===== src/rtl/addr_sequencer_pkg.sv =====
// Shared types and default widths for the readout address sequencer.
package addr_sequencer_pkg;

  localparam int unsigned DefAw = 8;
  localparam int unsigned DefPw = 8;

  typedef enum logic [0:0] {
    StIdle,
    StRun
  } state_e;

endpackage


===== src/rtl/addr_sequencer.sv =====
// Walks first_addr..last_addr in steps of step, single-shot or wrapping, with hold/abort,
// done/aborted pulses and a pass counter.
module addr_sequencer
  import addr_sequencer_pkg::*;
#(
  parameter int unsigned AW = DefAw,
  parameter int unsigned PW = DefPw
) (
  input  logic          clk,
  input  logic          rst,
  input  logic          ss,
  input  logic          abort,
  input  logic          hold,
  input  logic          continuous,
  input  logic [AW-1:0] first_addr,
  input  logic [AW-1:0] last_addr,
  input  logic [AW-1:0] step,
  output logic [AW-1:0] addr,
  output logic          running,
  output logic          done,
  output logic          aborted,
  output logic [PW-1:0] pass_cnt
);

  state_e        state_q, state_d;
  logic [AW-1:0] addr_q, addr_d;
  logic [PW-1:0] pass_q, pass_d;
  logic          done_q, done_d;
  logic          aborted_q, aborted_d;
  logic          cont_q, cont_d;
  logic [AW-1:0] first_q, first_d;
  logic [AW-1:0] last_q, last_d;
  logic [AW-1:0] step_q, step_d;

  logic [AW:0]   nxt;
  logic          end_of_pass;

  // One extra bit so an overshoot past 2^AW-1 is still seen as beyond last_q.
  assign nxt         = {1'b0, addr_q} + {1'b0, step_q};
  assign end_of_pass = (addr_q >= last_q) || (nxt > {1'b0, last_q});

  always_comb begin
    state_d   = state_q;
    addr_d    = addr_q;
    pass_d    = pass_q;
    done_d    = 1'b0;
    aborted_d = 1'b0;
    cont_d    = cont_q;
    first_d   = first_q;
    last_d    = last_q;
    step_d    = step_q;

    unique case (state_q)
      StIdle: begin
        if (ss && !abort) begin
          cont_d  = continuous;
          first_d = first_addr;
          last_d  = last_addr;
          step_d  = (step == '0) ? AW'(1) : step;
          addr_d  = first_addr;
          pass_d  = '0;
          state_d = StRun;
        end
      end
      StRun: begin
        if (abort) begin
          aborted_d = 1'b1;
          state_d   = StIdle;
        end else if (hold) begin
          state_d = StRun;
        end else if (end_of_pass) begin
          pass_d = pass_q + PW'(1);
          if (cont_q) begin
            addr_d = first_q;
          end else begin
            done_d  = 1'b1;
            state_d = StIdle;
          end
        end else begin
          addr_d = nxt[AW-1:0];
        end
      end
      default: state_d = StIdle;
    endcase
  end

  always_ff @(posedge clk or posedge rst) begin
    if (rst) begin
      state_q   <= StIdle;
      addr_q    <= '0;
      pass_q    <= '0;
      done_q    <= 1'b0;
      aborted_q <= 1'b0;
      cont_q    <= 1'b0;
      first_q   <= '0;
      last_q    <= '0;
      step_q    <= '0;
    end else begin
      state_q   <= state_d;
      addr_q    <= addr_d;
      pass_q    <= pass_d;
      done_q    <= done_d;
      aborted_q <= aborted_d;
      cont_q    <= cont_d;
      first_q   <= first_d;
      last_q    <= last_d;
      step_q    <= step_d;
    end
  end

  assign addr     = addr_q;
  assign running  = (state_q == StRun);
  assign done     = done_q;
  assign aborted  = aborted_q;
  assign pass_cnt = pass_q;

endmodule

===== config.mk =====
export PLATFORM = sky130hd
export DESIGN_NAME = addr_sequencer
export DESIGN_NICKNAME = d
export VERILOG_FILES = /design/src/rtl/addr_sequencer_pkg.sv /design/src/rtl/addr_sequencer.sv
export SDC_FILE = /design/constraint.sdc
export NUM_CORES = 1
export LEC_CHECK = 0
export BUFFER_PORTS_ARGS = -buffer_cell sky130_fd_sc_hd__buf_2
export CAP_MARGIN = 20
export CORE_MARGIN = 5
export CORE_UTILIZATION = 30
export CTS_CLUSTER_DIAMETER = 60
export DETAILED_ROUTE_END_ITERATION = 8
export RECOVER_POWER = 25
export SYNTH_ARGS = -nofsm -noshare
export SYNTH_HDL_FRONTEND = slang
export SYNTH_SLANG_ARGS = --single-unit

===== constraint.sdc =====
create_clock -name clk -period 3.5 [get_ports clk]
set_clock_uncertainty 0.05 [all_clocks]
set_input_delay 0.7 -clock clk [delete_from_list [all_inputs] [get_ports clk]]
set_output_delay 0.7 -clock clk [all_outputs]
set_load 0.01 [all_outputs]

==> out/summary.txt <==
========================================================================================================
RePlAce Congestion                                                                                 0.829
Final number of max-transition violations                                                              0
FFs w/ async S/R, synth                                                                             100%
Global-route wire length before repair                                                          11000 um
First-pass detailed-route iteration total                                                              4
# clock sinks                                                                                         44
Syn Nets                                                                                             359
Tot GR Track Use                                                                                   11.9%
Final-report setup violation count                                                                     0
Area Growth Syn to Fin                                                                             22.5%
Post-CTS clock slew at the launch and capture registers of the worst setup and hold paths          90 ps
Via-per-instance ratio                                                                              4.88
Total number of nets in the final design                                                             415
Clock latency on the worst-skew pair                                                              300 ps
Top flip-flop cell by instance count after synthesis                                        sky130_fd_sc_hd__dfrtp_1
Element type at the critical path start                                                         register
Pin slew with the least headroom to its limit                                                    1300 ps
TritonCTS clock tree                                                                                 yes
Quantity of I/O buffers inserted on ports                                                             48
Detail-routed net length per standard cell                                                       14.3 um
Number of buffers created by CTS                                                                       5
DRC Markers                                                                                            0
Worst ir drop on vdd                                                                            0.389 mV
Height of the die                                                                                 105 um
Final Util                                                                                         37.9%
Maximum number of pins on one net before global-route repair                                          33
Largest fanout on the critical path                                                                    7
Number of enable flip-flop cells after synthesis                                                       0
Synthesized area per cell                                                                       9.00 um2
Cell area after synthesis                                                                       2730 um2
Maximum clock frequency                                                                          296 MHz
HPWL after DPL                                                                                   5040 um
Number of cells on the worst reg-to-reg path                                                          15
CTS Root Cell                                                                               sky130_fd_sc_hd__clkbuf_8
CTS Hold Bufs                                                                                          0
Post-synthesis register bit count                                                                     44
Max Cap Viol                                                                                           0
Fraction of the yosys area taken by sequential cells                                               40.4%
PnR Total Power                                                                                  2880 uW
Antenna violations before repair                                                                       0
Floorplan die width                                                                               105 um
Worst min path class                                                                         in -> async
Total wirelength of the detailed-routed design                                                   6700 um
Arrival time at the worst endpoint                                                               3510 ps
Vias in the first global route                                                                      2245
Vias                                                                                                2283
Total gr overflow                                                                                      0
Number of design-rule violations left by the first detailed-router iteration                         114
Critical Path End Type                                                                          register
H-Tree Depth                                                                                           2
Clock Path Buffers                                                                                     2
Remaining antenna violation count                                                                      0
Most used cells in the layout excluding fill and tap cells                                  sky130_fd_sc_hd__nand2_1, sky130_fd_sc_hd__buf_2, sky130_fd_sc_hd__dfrtp_1, sky130_fd_sc_hd__ha_1, sky130_fd_sc_hd__inv_1
Result of the run                                                                           complete, no violations
WHS                                                                                               380 ps
Starting Density                                                                                   31.0%
Most frequent standard cell in the layout excluding fill and tap cells                      sky130_fd_sc_hd__nand2_1
Min cycle time layout                                                                            3370 ps
Leak                                                                                          0.00166 uW
Fraction of layout cells with a size suffix above 1                                                25.3%
Std-Cell Rows                                                                                         34
Post-Syn Instances                                                                                   303
Max-slew headroom at the worst pin                                                                 13.4%
Die area                                                                                       11100 um2
Final instance area                                                                             3340 um2
Req. time, crit path                                                                             3640 ps
Pwr per Cell Area                                                                             863 nW/um2
Number of hold violations in the final report                                                          0
Core Area                                                                                       8810 um2
Total number of yosys warnings                                                                         0
Final critical-path share of the clock period                                                      96.4%
# IOs                                                                                                 49
Critical path start-end classification                                                        reg -> reg
Number of antenna repair diodes                                                                        0
Placed standard-cell area                                                                       3130 um2
Number of distinct library cell variants in the gate-level netlist after synthesis                    42
========================================================================================================
## sequential cells by signal (all words and copies together), names as in the netlist
register  count
addr          8
first_q       8
last_q        8
pass_cnt      8
step_q        8
aborted       1
cont_q        1
done          1
running       1
## cell families after synthesis
group	share of synthesized area, %
AOI/OAI and AO/OA	15.4
xor gates and xnor gates	2.25
adders and majority gates	12.2
buffers and inverters	5.00
DFF	40.4
muxes	5.32
and+or+nand+nor	19.4
## report_power, final
part | switching (uW) | internal (uW) | leakage [uW] | total, uW
Clock | 185 | 234 | 0.0000614 | 419
Sequential | 118 | 628 | 0.000557 | 746
Combinational | 961 | 757 | 0.00104 | 1720
## per-layer routing
layer | routed length, um | part of all wire [%] | global-route usage [%]
met5 | 0 | 0 | 0
met4 | 18 | 0.27 | 2.62
met3 | 308 | 4.6 | 2.57
met2 | 3340 | 50 | 20.0
met1 | 3030 | 45 | 15.7
## synth_stat cells, drive strengths merged, types with 3 or more instances
cell / instances / area share, %
nand2: 71 / 9.8
dfrtp: 44 / 40
ha: 25 / 11
inv: 22 / 3.0
a21oi: 19 / 3.6
o21ai: 17 / 3.5
nor2: 13 / 1.8
mux2i: 10 / 3.7
clkbuf: 9 / 1.2
nand3: 9 / 1.7
nor2b: 8 / 1.8
a311oi: 6 / 1.9
xnor2: 6 / 1.9
nand4: 4 / 0.92
a211oi: 3 / 1.0
a21o: 3 / 0.83
and3: 3 / 0.87
buf: 3 / 0.73
mux2: 3 / 1.7
o221ai: 3 / 0.96
## per-stage QoR
step	setup TNS [ps]	std cells	setup slack, ps
5_1_grt	-26.6	468	-10.9
4_1_cts	0	465	0.644
3_3_place_gp	0	457	98.2
3_5_place_dp	0	457	9.80
6_report	0	468	126
2_1_floorplan	0	303	196
## worst max-delay path, cell delays in order (launching register included)
cell	delay [ps]
sky130_fd_sc_hd__dfrtp_1	410
sky130_fd_sc_hd__ha_2	190
sky130_fd_sc_hd__fa_2	390
sky130_fd_sc_hd__a211oi_2	270
sky130_fd_sc_hd__o21bai_1	90
sky130_fd_sc_hd__a21oi_1	160
sky130_fd_sc_hd__xnor2_1	110
sky130_fd_sc_hd__ha_1	310
sky130_fd_sc_hd__and3_4	190
sky130_fd_sc_hd__o31ai_1	60
sky130_fd_sc_hd__a22o_2	300
sky130_fd_sc_hd__buf_6	160
sky130_fd_sc_hd__a211oi_1	190
sky130_fd_sc_hd__buf_4	170
sky130_fd_sc_hd__nand3_1	90
sky130_fd_sc_hd__mux2i_1	130
## area by class of cell
cell class | instances | area (um2)
Fill cell | 896 | 5470
Clock inverter | 2 | 38.8
Sequential cell | 44 | 1100
Clock buffer | 6 | 82.6
Inverter | 22 | 82.6
Timing Repair Buffer | 61 | 342
Tap cell | 108 | 135
Multi-Input combinational cell | 225 | 1560
## timing repair
action / 4_1_cts / 5_1_grt
setup buffers: 0 / 3
pin swaps: 0 / 8
endpoints found under the setup margin: 1 / 17
resized for setup: 1 / 14
## final timing paths
kind                            start     endpoint  slack [ps]
min                               rst       cont_q         380
max reg2reg                   addr[0]  pass_cnt[6]         130
min reg2reg                first_q[1]   first_q[1]         430
max                           addr[0]  pass_cnt[6]         130
max in group asynchronous         rst      addr[4]        1440
min in group clk           first_q[1]   first_q[1]         430
Note: power is estimated with default switching activity, not from simulation.
